## config.mk

```make
export PLATFORM = sky130hd
export DESIGN_NAME = dma_read_arbiter_flat
export DESIGN_NICKNAME = d
export VERILOG_FILES = /design/src/rtl/dma_read_arbiter_if.sv /design/src/rtl/dma_read_arbiter.sv /design/src/flat_wrapper.sv
export SDC_FILE = /design/constraint.sdc
export NUM_CORES = 1
export LEC_CHECK = 0
export ABC_AREA = 1
export CAP_MARGIN = 20
export CORE_AREA = 4 4 119 121
export CTS_CLUSTER_SIZE = 24
export DETAILED_ROUTE_END_ITERATION = 16
export DIE_AREA = 0 0 123 125
export PLACE_DENSITY = 0.67
export SLEW_MARGIN = 20
export SYNTH_ARGS = -nofsm -noshare
export SYNTH_HDL_FRONTEND = slang
export SYNTH_SLANG_ARGS = --single-unit
```

## constraint.sdc

```tcl
create_clock -name clk -period 2.4 [get_ports clk]
set_input_delay 0.48 -clock clk [delete_from_list [all_inputs] [get_ports clk]]
set_output_delay 0.48 -clock clk [all_outputs]
set_load 0.02 [all_outputs]
```

## src/rtl/dma_read_arbiter_if.sv

```systemverilog
// Bundles the channel-side and memory-side read buses of the DMA read arbiter.
// The slave modport is the arbiter's view; the master modport is the environment's view.
interface dma_read_arbiter_if #(
   parameter int NUM_CH     = 4,
   parameter int ADDR_WIDTH = 32,
   parameter int DATA_WIDTH = 64,
   parameter int MAX_OUTST  = 8
) ();
   localparam int CNT_W = $clog2(MAX_OUTST) + 1;

   logic [NUM_CH-1:0]            ch_enable;
   logic [NUM_CH*ADDR_WIDTH-1:0] ch_req_addr;
   logic [NUM_CH-1:0]            ch_req_valid;
   logic [NUM_CH-1:0]            ch_req_ready;
   logic [DATA_WIDTH-1:0]        ch_rsp_data;
   logic [NUM_CH-1:0]            ch_rsp_valid;
   logic [ADDR_WIDTH-1:0]        mem_req_addr;
   logic                         mem_req_valid;
   logic                         mem_req_ready;
   logic [DATA_WIDTH-1:0]        mem_rsp_data;
   logic                         mem_rsp_valid;
   logic                         rsp_error_clr;
   logic                         rsp_error;
   logic [CNT_W-1:0]             outstanding;

   modport slave (
      input  ch_enable, ch_req_addr, ch_req_valid, mem_req_ready,
             mem_rsp_data, mem_rsp_valid, rsp_error_clr,
      output ch_req_ready, ch_rsp_data, ch_rsp_valid, mem_req_addr,
             mem_req_valid, rsp_error, outstanding
   );

   modport master (
      output ch_enable, ch_req_addr, ch_req_valid, mem_req_ready,
             mem_rsp_data, mem_rsp_valid, rsp_error_clr,
      input  ch_req_ready, ch_rsp_data, ch_rsp_valid, mem_req_addr,
             mem_req_valid, rsp_error, outstanding
   );
endinterface

```

## src/rtl/dma_read_arbiter.sv

```systemverilog
// Round-robin arbiter funnelling NUM_CH DMA read channels onto one memory port,
// routing in-order read data back to the requester through a tag FIFO.
module dma_read_arbiter #(
   parameter int NUM_CH     = 4,
   parameter int ADDR_WIDTH = 32,
   parameter int DATA_WIDTH = 64,
   parameter int MAX_OUTST  = 8
) (
   input logic              clk,
   input logic              rst_n,
   dma_read_arbiter_if.slave bus
);
   localparam int IDX_W = (NUM_CH > 1) ? $clog2(NUM_CH) : 1;
   localparam int PTR_W = $clog2(MAX_OUTST);
   localparam int CNT_W = $clog2(MAX_OUTST) + 1;
   localparam logic [CNT_W-1:0] MAX_CNT = CNT_W'(MAX_OUTST);

   typedef enum logic {IDLE, GRANT} state_t;

   state_t                state_q, state_d;
   logic [IDX_W-1:0]      owner_q, owner_d;
   logic [IDX_W-1:0]      last_grant_q, last_grant_d;
   logic [NUM_CH-1:0]     eligible;
   logic                  found;
   logic [IDX_W-1:0]      pick;
   logic [IDX_W-1:0]      cand;
   logic [ADDR_WIDTH-1:0] ch_addr [NUM_CH];

   logic [IDX_W-1:0]      tag_mem [MAX_OUTST];
   logic [PTR_W-1:0]      wr_ptr_q, rd_ptr_q;
   logic [CNT_W-1:0]      count_q;
   logic                  push, pop, not_full;
   logic                  rsp_error_q;
   logic                  mem_req_valid;
   logic [NUM_CH-1:0]     ch_req_ready;

   for (genvar gi = 0; gi < NUM_CH; gi++) begin : g_addr
      assign ch_addr[gi] = bus.ch_req_addr[gi*ADDR_WIDTH +: ADDR_WIDTH];
   end

   assign eligible = bus.ch_req_valid & bus.ch_enable;
   assign not_full = (count_q < MAX_CNT);

   // Rotating priority: the channel right after the last winner is looked at first.
   always_comb begin
      found = 1'b0;
      pick  = last_grant_q;
      cand  = '0;
      for (int k = 1; k <= NUM_CH; k++) begin
         cand = IDX_W'((int'(last_grant_q) + k) % NUM_CH);
         if (!found && eligible[cand]) begin
            found = 1'b1;
            pick  = cand;
         end
      end
   end

   // NOTE: every signal written here gets a default first, so no path leaves one unassigned and no latch is inferred.
   always_comb begin
      state_d       = state_q;
      owner_d       = owner_q;
      last_grant_d  = last_grant_q;
      mem_req_valid = 1'b0;
      ch_req_ready  = '0;
      push          = 1'b0;
      case (state_q)
         IDLE: begin
            if (found && not_full) begin
               owner_d = pick;
               state_d = GRANT;
            end
         end
         GRANT: begin
            mem_req_valid = 1'b1;
            if (bus.mem_req_ready) begin
               ch_req_ready = NUM_CH'(1) << owner_q;
               push         = 1'b1;
               last_grant_d = owner_q;
               state_d      = IDLE;
            end
         end
      endcase
   end

   // NOTE: sequential state uses non-blocking assignments so every register samples pre-edge values.
   always_ff @(posedge clk or negedge rst_n) begin
      if (!rst_n) begin
         state_q      <= IDLE;
         owner_q      <= '0;
         last_grant_q <= IDX_W'(NUM_CH - 1);
      end else begin
         state_q      <= state_d;
         owner_q      <= owner_d;
         last_grant_q <= last_grant_d;
      end
   end

   // A response with nothing in flight is dropped and flagged instead of popping.
   assign pop = bus.mem_rsp_valid && (count_q != '0);

   // NOTE: the tag storage has no reset; the pointers and count define which entries are live.
   always_ff @(posedge clk) begin
      if (push) tag_mem[wr_ptr_q] <= owner_q;
   end

   always_ff @(posedge clk or negedge rst_n) begin
      if (!rst_n) begin
         wr_ptr_q    <= '0;
         rd_ptr_q    <= '0;
         count_q     <= '0;
         rsp_error_q <= 1'b0;
      end else begin
         if (push) wr_ptr_q <= wr_ptr_q + 1'b1;
         if (pop)  rd_ptr_q <= rd_ptr_q + 1'b1;
         count_q <= count_q + CNT_W'(push) - CNT_W'(pop);
         if (bus.mem_rsp_valid && (count_q == '0)) rsp_error_q <= 1'b1;
         else if (bus.rsp_error_clr)               rsp_error_q <= 1'b0;
      end
   end

   assign bus.mem_req_valid = mem_req_valid;
   assign bus.mem_req_addr  = ch_addr[owner_q];
   assign bus.ch_req_ready  = ch_req_ready;
   assign bus.ch_rsp_valid  = pop ? (NUM_CH'(1) << tag_mem[rd_ptr_q]) : '0;
   assign bus.ch_rsp_data   = bus.mem_rsp_data;
   assign bus.rsp_error     = rsp_error_q;
   assign bus.outstanding   = count_q;
endmodule

```

## src/flat_wrapper.sv

```systemverilog
// flat-port wrapper written by rule: the top's interface ports become plain ports
module dma_read_arbiter_flat 
#(
   parameter int NUM_CH     = 4,
   parameter int ADDR_WIDTH = 32,
   parameter int DATA_WIDTH = 64,
   parameter int MAX_OUTST  = 8
)
  (clk, rst_n, bus_ch_enable, bus_ch_req_addr, bus_ch_req_valid, bus_mem_req_ready, bus_mem_rsp_data, bus_mem_rsp_valid, bus_rsp_error_clr, bus_ch_req_ready, bus_ch_rsp_data, bus_ch_rsp_valid, bus_mem_req_addr, bus_mem_req_valid, bus_rsp_error, bus_outstanding);
  dma_read_arbiter_if #(.NUM_CH(NUM_CH), .ADDR_WIDTH(ADDR_WIDTH), .DATA_WIDTH(DATA_WIDTH), .MAX_OUTST(MAX_OUTST)) bus_i ();
  input logic clk;
  input logic rst_n;
  input wire logic [$bits(bus_i.ch_enable)-1:0] bus_ch_enable;
  input wire logic [$bits(bus_i.ch_req_addr)-1:0] bus_ch_req_addr;
  input wire logic [$bits(bus_i.ch_req_valid)-1:0] bus_ch_req_valid;
  input wire logic [$bits(bus_i.mem_req_ready)-1:0] bus_mem_req_ready;
  input wire logic [$bits(bus_i.mem_rsp_data)-1:0] bus_mem_rsp_data;
  input wire logic [$bits(bus_i.mem_rsp_valid)-1:0] bus_mem_rsp_valid;
  input wire logic [$bits(bus_i.rsp_error_clr)-1:0] bus_rsp_error_clr;
  output wire logic [$bits(bus_i.ch_req_ready)-1:0] bus_ch_req_ready;
  output wire logic [$bits(bus_i.ch_rsp_data)-1:0] bus_ch_rsp_data;
  output wire logic [$bits(bus_i.ch_rsp_valid)-1:0] bus_ch_rsp_valid;
  output wire logic [$bits(bus_i.mem_req_addr)-1:0] bus_mem_req_addr;
  output wire logic [$bits(bus_i.mem_req_valid)-1:0] bus_mem_req_valid;
  output wire logic [$bits(bus_i.rsp_error)-1:0] bus_rsp_error;
  output wire logic [$bits(bus_i.outstanding)-1:0] bus_outstanding;
  assign bus_i.ch_enable = bus_ch_enable;
  assign bus_i.ch_req_addr = bus_ch_req_addr;
  assign bus_i.ch_req_valid = bus_ch_req_valid;
  assign bus_i.mem_req_ready = bus_mem_req_ready;
  assign bus_i.mem_rsp_data = bus_mem_rsp_data;
  assign bus_i.mem_rsp_valid = bus_mem_rsp_valid;
  assign bus_i.rsp_error_clr = bus_rsp_error_clr;
  assign bus_ch_req_ready = bus_i.ch_req_ready;
  assign bus_ch_rsp_data = bus_i.ch_rsp_data;
  assign bus_ch_rsp_valid = bus_i.ch_rsp_valid;
  assign bus_mem_req_addr = bus_i.mem_req_addr;
  assign bus_mem_req_valid = bus_i.mem_req_valid;
  assign bus_rsp_error = bus_i.rsp_error;
  assign bus_outstanding = bus_i.outstanding;
  dma_read_arbiter #(.NUM_CH(NUM_CH), .ADDR_WIDTH(ADDR_WIDTH), .DATA_WIDTH(DATA_WIDTH), .MAX_OUTST(MAX_OUTST)) u_core (.clk(clk), .rst_n(rst_n), .bus(bus_i));
endmodule
```

# == Word level (Yosys, flattened, before mapping) ==
# Memories as Yosys holds them, arrays and structs flattened.
# Cells that the tools add are included.
# totals
mem_bits_rw,16
inputBits,205
ff_bits,16
wordCells,73
memories,1
out_inout_bits,110
# memory_table
name,depth,width,read_ports,rd_clocked_by_memory_dff,write_ports,line_no,rtl
u_core.tag_mem,8,2,1,0,1,dma_read_arbiter.sv:29,logic [IDX_W-1:0] tag_mem [MAX_OUTST];
# op_classes
n_lt_le_gt_ge,6
mux,32
n_reduce_logical,14
n_addsub,8
bitwise,3
shift,2
# op_table
operator,count
binary-select mux 32 bit (select 2 bit),1
2-to-1 mux 32 bit,2
2-to-1 mux 1 bit,17
less-than comparator 2 x 3 -> 1 bit (second input constant),4
2-to-1 mux 4 bit,3
binary-select mux 1 bit (select 2 bit),4
2-to-1 mux 2 bit,4
left shift 1 x 2 -> 4 bit (first input constant),2
adder 3 x 1 -> 3 bit (second input constant),2
logical AND 1 bit,6
adder 2 x 1 -> 2 bit (second input constant),2
adder 2 bit (second input constant),2
adder 4 x 1 -> 4 bit,1
AND 4 bit,1
zero test 4 bit,1
less-than comparator 4 bit (second input constant),1
AND reduction 2 bit,2
nonzero test 4 bit,1
subtractor 4 x 1 -> 4 bit,1
>= comparator 3 bit (second input constant),1
zero test 1 bit,3
inverter 2 -> 3 bit,1
one-hot mux 1 bit (2 select lines),1
nonzero test 2 bit,1
inverter 1 bit,1

# == Depth between registers and ports, before layout ==
# depth
depth_word,16
depth_mapped,12
ltp_nobuf,11

# == Least setup slack after synthesis ==
# Ideal clock, no wire load.
# synth_path
path_kind,flip-flop to flip-flop
startpoint,"register u_core.count_q[2], in the netlist u_core.bus.outstanding[2]"
endpoint,"register u_core.count_q[2], in the netlist u_core.bus.outstanding[2]"
t_arrival_ns,1.955
stages_incl_launch_ff,12
setup_ns,0.123
required_time_ns,2.277
path_slack_ns,0.322
cell_sequence,dfrtp_1 -> inv_1 -> ha_1 -> nand3_1 -> nand2_1 -> inv_1 -> ha_1 -> inv_1 -> ha_1 -> inv_1 -> fa_1 -> xnor2_1
# synth_between
elab_chain_cells,3
# synth_rtl
item,line_no,rtl
start: declaration,dma_read_arbiter.sv:31,logic [CNT_W-1:0] count_q;
start signal: assignment,dma_read_arbiter.sv:115,count_q <= count_q + CNT_W'(push) - CNT_W'(pop);
nonzero test 4 bit,dma_read_arbiter.sv:99,assign pop = bus.mem_rsp_valid && (count_q != '0);
logical AND 1 bit,dma_read_arbiter.sv:99,
named net u_core.pop,dma_read_arbiter.sv:32,"logic push, pop, not_full;"
subtractor 4 x 1 -> 4 bit,dma_read_arbiter.sv:115,
# The timed path passes the listed nets, and every way through them passes these cells.
# A chain may end at the register's enable or synchronous reset.

# == Worst setup path after layout ==
# layout_path
startpoint,register u_core.owner_q[0]
endpoint,output port bus_mem_req_addr[28]
# layout_between
elab_chain_cells,4
# layout_rtl
item,line_no,rtl
start: declaration,dma_read_arbiter.sv:21,"logic [IDX_W-1:0] owner_q, owner_d;"
start signal: assignment,dma_read_arbiter.sv:93,owner_q <= owner_d;
inverter 2 -> 3 bit (implied by the code),dma_read_arbiter.sv:122,assign bus.mem_req_addr = ch_addr[owner_q];
binary-select mux 32 bit (select 2 bit),dma_read_arbiter.sv:122,
2-to-1 mux 32 bit (implied by the code) (2 in a row),dma_read_arbiter.sv:122,
end: declaration,flat_wrapper.sv:23,output wire logic [$bits(bus_i.mem_req_addr)-1:0] bus_mem_req_addr;
# No other way between the ends. The select of a mux whose other input is x is not followed.

==> impl_metrics.csv <==
group,metric,value,unit
timing,rsz0062_at_grt,"no",
yosys,syn_area_per_cell,7.15,µm²
cells_and_area,diodes,0,
global_route,antenna_found_initial,0,
critical_path,arrival,1.72,ns
cts,cts_sinks,32,
die,die_x,123,µm
cts,cts_root_buffer,"clkbuf_16",
yosys,yosys.area.top_type_share,16.1,%
cts,insertion_delay,0.28,ns
cells_and_area,final-seq-area,887,µm²
cells_and_area,final_cell_mix,"clkdlybuf4s50_1, nand2_1, nand3_1",
detailed_routing,highest_layer,"met4",
placed_design,placed_area,4650,µm²
detailed_routing,routedWlPerCell,16.1,µm
critical_path,cp_max_fo,32,
detailed_routing,drt_iter0_drc,136,
power,power.total,0.00569,W
die,rows,42,
cts,cts_buffers,5,
critical_path,endpoint_kind,"primary output",
yosys,yosysWarningCount,0,
placed_design,io_buffers,186,
die,dieArea,15400,µm²
die,io_pins,315,
detailed_routing,first_pass_iters,4,
detailed_routing,dr_wl_met3,1.25,mm
cells_and_area,fill_cells,1351,
cts,cts_hold_buf,0,
timing,max_slew_margin,46.8,%
cells_and_area,area_growth,57.9,%
critical_path,crit_required,1.92,ns
power,max-vdd-ir-drop,0.436,mV
die,initial_core_util,23.1,%
outcome,outcome,"finished, final reports clean",
cts,cts_tree,"built",
detailed_routing,wl,11.7,mm
cts,cts_max_level,2,
detailed_routing,wl_met2,5.56,mm
critical_path,slowest_stage,"dfrtp_2",
min_path,worstHoldPathType,"flop to flop",
cts,clockBufferDepth,2,
yosys,synth_cell_types,30,
detailed_routing,vias_per_cell,4.57,
placed_design,placedCellCount,717,
global_route,grt_pass1_vias,3511,
placed_design,place_worst_setup_slack,-0.0805,ns
detailed_routing,drc_errors,0,
cells_and_area,multi_input_area,1460,µm²
yosys,syn-instance-count,423,
cells_and_area,drive_gt1_share,10.6,%
global_route,grt_use_total,14.8,%
critical_path,critical_path.max_stage_delay,0.46,ns
critical_path,path_buf_inv,3,
cells_and_area,final_common_cell,"clkdlybuf4s50_1",
timing,whs,0.533,ns
yosys,yosys_register_bits,32,
critical_path,path_delay_family,"buffers and inverters",
timing,skew,0.00854,ns
power,p_per_area,1190,nW/µm²
die,core,13100,µm²
cells_and_area,final_cells,725,
global_route,grt_first_pass_wirelength,18.3,mm
detailed_routing,vias,3311,
cells_and_area,finalInstanceArea,4780,µm²
cells_and_area,fin_nets,761,
detailed_routing,ant_nets,0,
critical_path,crit_type,"flop to primary output",
critical_path,worstSetupStartpointType,"flop",
yosys,synth_area_leaders,"buf_4, edfxtp_1, nand3_1",
timing,fin_crit_sh,91.9,%
timing,period_minus_slack,2.20,ns
global_route,grt_max_degree,33,
critical_path,cp_cell_sequence,"inv_1 -> nor2_2 -> buf_12 -> a22oi_1 -> nand3_1 -> dlygate4sd2_1",
timing,fmax,0.454,GHz
detailed_routing,wirelength_met1,4.57,mm
timing,fin_ws,0.195,ns
timing,drv_slew,0,
yosys,syn_area,3030,µm²
die,die_h,125,µm
cts,postCtsSetupBuffers,0,
cts,clk_pin_slew,0.05,ns
global_route,grt_remaining_overflow,0,
timing,hold_viol,0,
placed_design,gp_congestion,0.884,
yosys,synth_top_area_cell,"buf_4",
timing,tightest_slew,0.795,ns
yosys,syn_nets,636,
run,maxCapViolCount,0,
timing,setup_viol,0,
power,leakagePower,2.05,nW
placed_design,hpwl,9.93,mm
yosys,yosysSeqAreaShare,29.2,%
## path summary, 6_finish.rpt
path                                      startpoint                   endpoint  slack [ns]  cells past startpoint
max                                u_core.owner_q[0]       bus_mem_req_addr[28]        0.20                      6
min                             u_core.bus.rsp_error       u_core.bus.rsp_error        0.53                      2
max reg2reg                u_core.bus.outstanding[2]  u_core.bus.outstanding[1]        0.21                     12
min reg2reg                     u_core.bus.rsp_error       u_core.bus.rsp_error        0.53                      2
max in group asynchronous                      rst_n          u_core.owner_q[0]        1.18                      1
min in group asynchronous                      rst_n         u_core.wr_ptr_q[2]        0.67                      1
## power breakdown
group	switching [W]	total, W	internal [W]	leakage (nW)
clock network	0.000228	0.000715	0.000487	0.0798
registers	0.000209	0.00102	0.000806	0.331
logic	0.00237	0.00396	0.00158	1.64
## per-layer routing
metal	global-route usage, %	vias to the layer above
met2	24.8	179
met4	4.04	0
met1	17.5	1487
met5	0	-
met3	5.83	30
li1	-	1615
## worst reg2reg max path, delay by kind of cell (launching register included)
kind	cells	cell delay [ns]
simple gates	2	0.19
buf+inv	6	0.44
fa+ha+maj	4	1.06
flops	1	0.39
## final cells by class
type                            count  area share (%)
Tap cell                          176            4.61
Clock buffer                        5            2.62
Inverter                           25            1.96
Clock inverter                      3           0.891
Sequential cell                    32            18.6
Multi-Input combinational cell    282            30.6
Timing Repair Buffer              202            40.7
## cells by family after synthesis
kind of cell               after synthesis  share of synthesized area [%]
adders and majority gates                8                           3.56
buffers and inverters                  109                           22.8
AOI/OAI and AO/OA                       53                           11.7
and+or+nand+nor                        216                           31.3
xor gates and xnor gates                 5                           1.45
DFF                                     32                           29.2
## flip-flops by register name, summed over array words and instances (netlist names)
name	flops
u_core.tag_mem	16
u_core.last_grant_q	2
u_core.wr_ptr_q	3
u_core.rd_ptr_q	3
u_core.bus.rsp_error	1
u_core.owner_q	2
u_core.bus.outstanding	4
u_core.state_q	1
## repair_timing
item                                    in CTS  in global routing
pin swaps                                    0                  1
endpoints found under the setup margin      35                  5
gates resized for setup                     40                 10
## through the flow
| step | util, % | TNS (ns) |
|---|---|---|
| after CTS | 36.6 | 0 |
| after global placement | 35.6 | -0.176 |
| after detailed placement | 35.6 | -0.245 |
| after global routing | 36.5 | 0 |
| after floorplan | - | 0 |
| final | 36.5 | 0 |
## Yosys cell counts (all sizes together)
library cell / n
nand4: 1
dfstp: 2
xor2: 3
nand2: 99
or2: 1
o211ai: 1
fa: 1
a21oi: 1
inv: 24
o221ai: 1
nand3: 84
o21ai: 15
clkinv: 1
edfxtp: 16
dfrtp: 14
nor3: 1
nor2: 30
clkbuf: 8
a22oi: 31
buf: 76
o22ai: 4
xnor2: 2
ha: 7
Power figures use the tool's default switching activity.
